### src/rtl/multicycle_controller.sv
// Multicycle RV32-style control FSM: fetch/decode/execute/memory/writeback sequencing,
// memory-wait timeout trap and retired-instruction counter.
module multicycle_controller #(
   parameter int INSTRET_WIDTH   = 32,
   parameter int TIMEOUT_CYCLES  = 15,
   parameter int TRAP_ON_ILLEGAL = 1
) (
   input  logic                     clk,
   input  logic                     rst_n,
   input  logic [6:0]               opCode,
   input  logic [2:0]               funct3,
   input  logic                     branchTaken,
   input  logic                     memReady,
   output logic                     memReq,
   output logic                     PCWrite,
   output logic                     IRWrite,
   output logic                     DMemRead,
   output logic                     DMemWrite,
   output logic                     ALUOverride,
   output logic                     regFileWrite,
   output logic [1:0]               ALUSrcA,
   output logic [1:0]               ALUSrcB,
   output logic                     regFileWriteSrc,
   output logic                     trap,
   output logic [2:0]               state,
   output logic [INSTRET_WIDTH-1:0] instret
);

   typedef enum logic [2:0] {
      S_FETCH     = 3'd0,
      S_DECODE    = 3'd1,
      S_EXECUTE   = 3'd2,
      S_MEMORY    = 3'd3,
      S_WRITEBACK = 3'd4,
      S_TRAP      = 3'd5
   } state_t;

   localparam logic [6:0] OP_LOAD    = 7'b0000011;
   localparam logic [6:0] OP_STORE   = 7'b0100011;
   localparam logic [6:0] OP_ALU_IMM = 7'b0010011;
   localparam logic [6:0] OP_ALU_REG = 7'b0110011;
   localparam logic [6:0] OP_BRANCH  = 7'b1100011;
   localparam logic [6:0] OP_JAL     = 7'b1101111;
   localparam logic [6:0] OP_JALR    = 7'b1100111;
   localparam logic [6:0] OP_LUI     = 7'b0110111;
   localparam logic [6:0] OP_AUIPC   = 7'b0010111;

   localparam logic [1:0] SRC_REGOUT = 2'b00;
   localparam logic [1:0] SRC_PC     = 2'b01;
   localparam logic [1:0] SRC_ZERO   = 2'b10;
   localparam logic [1:0] SRC_IMMED  = 2'b01;
   localparam logic [1:0] SRC_CONST4 = 2'b10;

   localparam logic [7:0] WAIT_LAST = 8'(TIMEOUT_CYCLES - 1);

   state_t     st;
   logic       br_flag;
   logic [7:0] wait_cnt;
   logic       legal_op;
   logic       illegal;
   logic       ld, sto, br, jal, jalr;
   logic       timeout;

   always_comb begin
      legal_op = 1'b0;
      case (opCode)
         OP_LOAD, OP_STORE, OP_ALU_IMM, OP_ALU_REG, OP_BRANCH,
         OP_JAL, OP_JALR, OP_LUI, OP_AUIPC: legal_op = 1'b1;
         default:                           legal_op = 1'b0;
      endcase
   end

   assign illegal = !legal_op
                  || (opCode == OP_LOAD   && (funct3 == 3'd3 || funct3 == 3'd6 || funct3 == 3'd7))
                  || (opCode == OP_STORE  && funct3 > 3'd2)
                  || (opCode == OP_BRANCH && (funct3 == 3'd2 || funct3 == 3'd3));

   // Illegal encodings that retire as NOP must not touch memory or redirect the PC.
   assign ld   = (opCode == OP_LOAD)   && !illegal;
   assign sto  = (opCode == OP_STORE)  && !illegal;
   assign br   = (opCode == OP_BRANCH) && !illegal;
   assign jal  = (opCode == OP_JAL);
   assign jalr = (opCode == OP_JALR);

   assign state = st;

   always_comb begin
      memReq          = 1'b0;
      PCWrite         = 1'b0;
      IRWrite         = 1'b0;
      DMemRead        = 1'b0;
      DMemWrite       = 1'b0;
      ALUOverride     = 1'b0;
      regFileWrite    = 1'b0;
      ALUSrcA         = SRC_REGOUT;
      ALUSrcB         = SRC_REGOUT;
      regFileWriteSrc = 1'b0;
      trap            = 1'b0;
      case (st)
         S_FETCH: begin
            memReq  = 1'b1;
            IRWrite = memReady;
         end
         S_EXECUTE: begin
            case (opCode)
               OP_ALU_REG, OP_BRANCH: begin ALUSrcA = SRC_REGOUT; ALUSrcB = SRC_REGOUT; end
               OP_JAL, OP_JALR:       begin ALUSrcA = SRC_PC;     ALUSrcB = SRC_CONST4; end
               OP_LUI:                begin ALUSrcA = SRC_ZERO;   ALUSrcB = SRC_IMMED;  end
               OP_AUIPC:              begin ALUSrcA = SRC_PC;     ALUSrcB = SRC_IMMED;  end
               default:               begin ALUSrcA = SRC_REGOUT; ALUSrcB = SRC_IMMED;  end
            endcase
         end
         S_MEMORY: begin
            ALUOverride = 1'b1;
            if (jalr) begin
               ALUSrcA = SRC_REGOUT; ALUSrcB = SRC_IMMED;
            end else if (jal || (br && br_flag)) begin
               ALUSrcA = SRC_PC;     ALUSrcB = SRC_IMMED;
            end else begin
               ALUSrcA = SRC_PC;     ALUSrcB = SRC_CONST4;
            end
            memReq    = ld || sto;
            DMemRead  = ld;
            DMemWrite = sto;
         end
         S_WRITEBACK: begin
            PCWrite         = 1'b1;
            regFileWrite    = !(sto || br || illegal);
            regFileWriteSrc = ld;
         end
         S_TRAP:  trap = 1'b1;
         default: ;
      endcase
      // Reset kills every output combinationally so an in-flight access drops at once.
      if (!rst_n) begin
         memReq = 1'b0; PCWrite = 1'b0; IRWrite = 1'b0; DMemRead = 1'b0; DMemWrite = 1'b0;
         ALUOverride = 1'b0; regFileWrite = 1'b0; ALUSrcA = SRC_REGOUT; ALUSrcB = SRC_REGOUT;
         regFileWriteSrc = 1'b0; trap = 1'b0;
      end
   end

   assign timeout = memReq && !memReady && (wait_cnt == WAIT_LAST);

   always_ff @(posedge clk or negedge rst_n) begin
      if (!rst_n) begin
         st       <= S_FETCH;
         br_flag  <= 1'b0;
         wait_cnt <= 8'd0;
         instret  <= '0;
      end else begin
         wait_cnt <= (memReq && !memReady) ? wait_cnt + 8'd1 : 8'd0;
         case (st)
            S_FETCH: begin
               if (memReady)     st <= S_DECODE;
               else if (timeout) st <= S_TRAP;
            end
            S_DECODE: st <= (illegal && TRAP_ON_ILLEGAL != 0) ? S_TRAP : S_EXECUTE;
            S_EXECUTE: begin
               br_flag <= branchTaken;
               st      <= S_MEMORY;
            end
            S_MEMORY: begin
               if (!(ld || sto) || memReady) st <= S_WRITEBACK;
               else if (timeout)             st <= S_TRAP;
            end
            S_WRITEBACK: begin
               instret <= instret + INSTRET_WIDTH'(1);
               st      <= S_FETCH;
            end
            S_TRAP:  st <= S_TRAP;
            default: st <= S_TRAP;
         endcase
      end
   end

endmodule

### config.mk
export PLATFORM = sky130hd
export DESIGN_NAME = multicycle_controller
export DESIGN_NICKNAME = d
export VERILOG_FILES = /design/src/rtl/multicycle_controller.sv
export SDC_FILE = /design/constraint.sdc
export NUM_CORES = 1
export LEC_CHECK = 0
export ABC_AREA = 0
export CAP_MARGIN = 20
export CORE_MARGIN = 2
export CORE_UTILIZATION = 51
export CTS_BUF_LIST = sky130_fd_sc_hd__clkbuf_4
export DETAILED_ROUTE_END_ITERATION = 16
export GPL_ROUTABILITY_DRIVEN = 0
export PLACE_DENSITY = 0.83
export REMOVE_ABC_BUFFERS = 1
export SLEW_MARGIN = 20
export SYNTH_ARGS = -nofsm -noshare
export SYNTH_HDL_FRONTEND = slang
export SYNTH_SLANG_ARGS = --single-unit
### constraint.sdc
create_clock -name clk -period 2.3 [get_ports clk]
set_input_delay 0.46 -clock clk [delete_from_list [all_inputs] [get_ports clk]]
set_output_delay 0.46 -clock clk [all_outputs]
set_load 0.02 [all_outputs]
==> impl_metrics.ini <==
[power_and_ir_drop]
power.switching_w = 0.000307
p_total_w = 0.00135
p_clk_frac = 0.361
seq_power_share = 0.571
power_frac_comb = 0.068
total_leakage_power_nw = 1.57
ir_drop_v = 0.000405
switching_share = 0.227
power.density_nw_per_um2 = 399
p_int_w = 0.00105

[route]
ant_nets = 0
via_per_inst = 5.36
met3_wirelength_um = 206
routedWlPerCell_um = 13.9
first_iter_violations = 92
dr.pass1.iters = 4
routed.top_layer = met4
drc = 0
dr_wl_met2_um = 2720
vias = 2112
postRouteWirelength_um = 5470
wl_met1_um = 2470

[global_routing]
gr-total-overflow = 0
first_global_vias = 2044
grt_max_degree = 43
antenna_found_initial = 0
grt.total_usage = 0.217
grt_pass1_wl_um = 9100

[yosys]
synth_area_um2 = 2410
syn-mean-instance-area_um2 = 9.83
synth-simple-area-share = 0.298
synth_warnings = 0
synth_fa_ha_area_frac = 0.0156
yosysSeqAreaShare = 0.457
synthMuxAreaShare = 0.00468
ys_types = 47
synth_ff_type = dfrtp_1
synth_edf_count = 0
synth_top_family_by_area = simple AND/OR/NAND/NOR gates
synth_seq_cells = 44
synth-compound-area-share = 0.0551
async_reset_ff_frac = 1.00
synth_xor_area_frac = 0.138
synthCells = 245

[finish]
final_util = 0.764
drive_gt1_frac = 0.251
nets = 358
antenna_cells = 0
nFillCells = 328
area_growth_pct = 41.0

[die]
rows = 24
die_area_um2 = 5290
initial_core_util = 0.542
num_io_pins = 62
die_w_um = 72.7
dieHeight_um = 72.7
core_area_um2 = 4440

[worst_setup_path]
reg2reg_slack_ns = 0.24
r2r_start = state[0]
cp.required_ns = 1.84
ff2ff_path_depth = 7
worstSetupStartpoint = opCode[1]
cp_data_arrival_time_ns = 1.78
cp-endpoint = DMemRead
path_max_fanout = 5
rr_endpoint = instret[31]
setup.worst_path.start_class = input pin
path_class = input pin to output port
end_kind = output port

[sta]
relSlewSlack = 0.664
period_needed_ns = 2.24
tightestPinTransition_ns = 0.504
clock_skew_ns = 0.0108
period_share = 0.974
hold_viol_final = 0
setup_viol = 0
fmax_ghz = 0.447
maxSlewViolCount = 0

[min_path]
hp-class = input pin to asynchronous set/reset pin

[outcome]
status = finished clean

[place]
post-dp-hpwl_um = 4140
port_buffers = 61

[run]
cap_violations = 0

[cts]
cts_buffer_depth = 2
tritoncts = built
htree_levels = 2
cts_made_buffers = 5
clkSlewWorstSetupHoldPaths_ns = 0.14
cts-root-buf = clkbuf_4
clk_latency_ns = 0.36
cts_num_sinks = 44
[per-layer routing]
metal  vias up  GRT usage
met4         0     0.0802
met3         9     0.0373
met1      1010      0.282
met5         -          0
met2        53      0.363
li1       1040          -
[cell families after synthesis]
group | Yosys count
adder cells (fa/ha/maj) | 3
buffers and inverters | 18
XOR/XNOR | 38
multiplexers | 1
AND/OR/NAND/NOR | 123
AO/OA/AOI/OAI | 18
flip-flops | 44
[metrics by stage]
step	cells	instance area, µm²	hold WS (ns)	setup TNS (ns)	setup slack (ns)
6_report	394	3390	0.306	0	0.0605
2_1_floorplan	240	2380	0.164	0	0.101
3_3_place_gp	385	3290	0.392	-5.39	-0.638
4_1_cts	394	3390	0.303	0	0.00145
3_5_place_dp	385	3290	0.403	-5.83	-0.731
5_1_grt	394	3390	0.366	-0.0252	-0.0252
[cells in the mapped netlist, types with 4 or more instances]
master / instances / area share
inv_1: 13 / 0.020
o21ai_0: 4 / 0.0083
nand4_1: 7 / 0.018
nand3_1: 17 / 0.035
xor2_1: 21 / 0.076
xnor2_1: 17 / 0.062
nor3_1: 5 / 0.010
nor2_1: 32 / 0.050
nor3_2: 4 / 0.017
dfrtp_1: 44 / 0.46
nand2_1: 26 / 0.041
[layout by cell type, fill, tap and decap left out, drive strengths merged, types with 2 or more instances in the layout]
master / count
dfrtp: 44
buf: 38
clkdlybuf4s50: 37
nor2: 33
nand2: 26
xor2: 21
nand3: 18
xnor2: 17
inv: 14
clkbuf: 12
nand4: 10
nor3: 9
dlygate4sd2: 7
nor4: 6
o21ai: 4
nand2b: 3
and3: 3
ha: 3
a21oi: 3
and4: 3
and2: 3
nand3b: 2
a41oi: 2
dlymetal6s2s: 2
clkdlybuf4s15: 2
[power by group through the flow]
stage | clock (W) | sequential (W) | combinational, W
floorplan | 0 | 0.000788 | 0.0000183
CTS | 0.000507 | 0.000774 | 0.0000910
global route | 0.000527 | 0.000774 | 0.000102
detailed placement | 0 | 0.000788 | 0.0000897
global placement | 0 | 0.000788 | 0.0000884
finish | 0.000490 | 0.000773 | 0.0000915
[cell type report]
cell class	instances	area, µm²	share of cell area
Sequential cell	44	1100	0.325
Clock buffer	5	37.5	0.0111
Clock inverter	3	46.3	0.0136
Multi-Input combinational cell	183	1290	0.381
Tap cell	52	65.1	0.0192
Inverter	13	48.8	0.0144
Timing Repair Buffer	94	801	0.236
[sequential cells by signal, indices dropped and copies added (netlist names)]
register,flops
state,3
br_flag,1
instret,32
wait_cnt,8
[timing repair]
item / in CTS / in global routing
pin swaps: 3 / 5
hold endpoints to repair: 3 / 0
hold buffers: 1 / 0
setup endpoints to repair: 13 / 10
resized for setup: 55 / 25
setup buffers: 0 / 0
[worst max-delay path: stages]
cell	delay (ns)
dlygate4sd2_1	0.23
and4bb_2	0.26
buf_4	0.15
nand3_1	0.16
nor3_1	0.23
clkdlybuf4s15_2	0.30
[worst min-delay path by stage]
stage,start,to,slack [ns],cells after the start
after floorplan,rst_n,br_flag,0.16,0
after global placement,rst_n,state[1],0.39,2
after detailed placement,rst_n,state[2],0.40,2
after CTS,rst_n,instret[28],0.30,3
after global routing,rst_n,instret[14],0.37,3
final,rst_n,wait_cnt[2],0.31,3
Power figures use the tool's default switching activity.
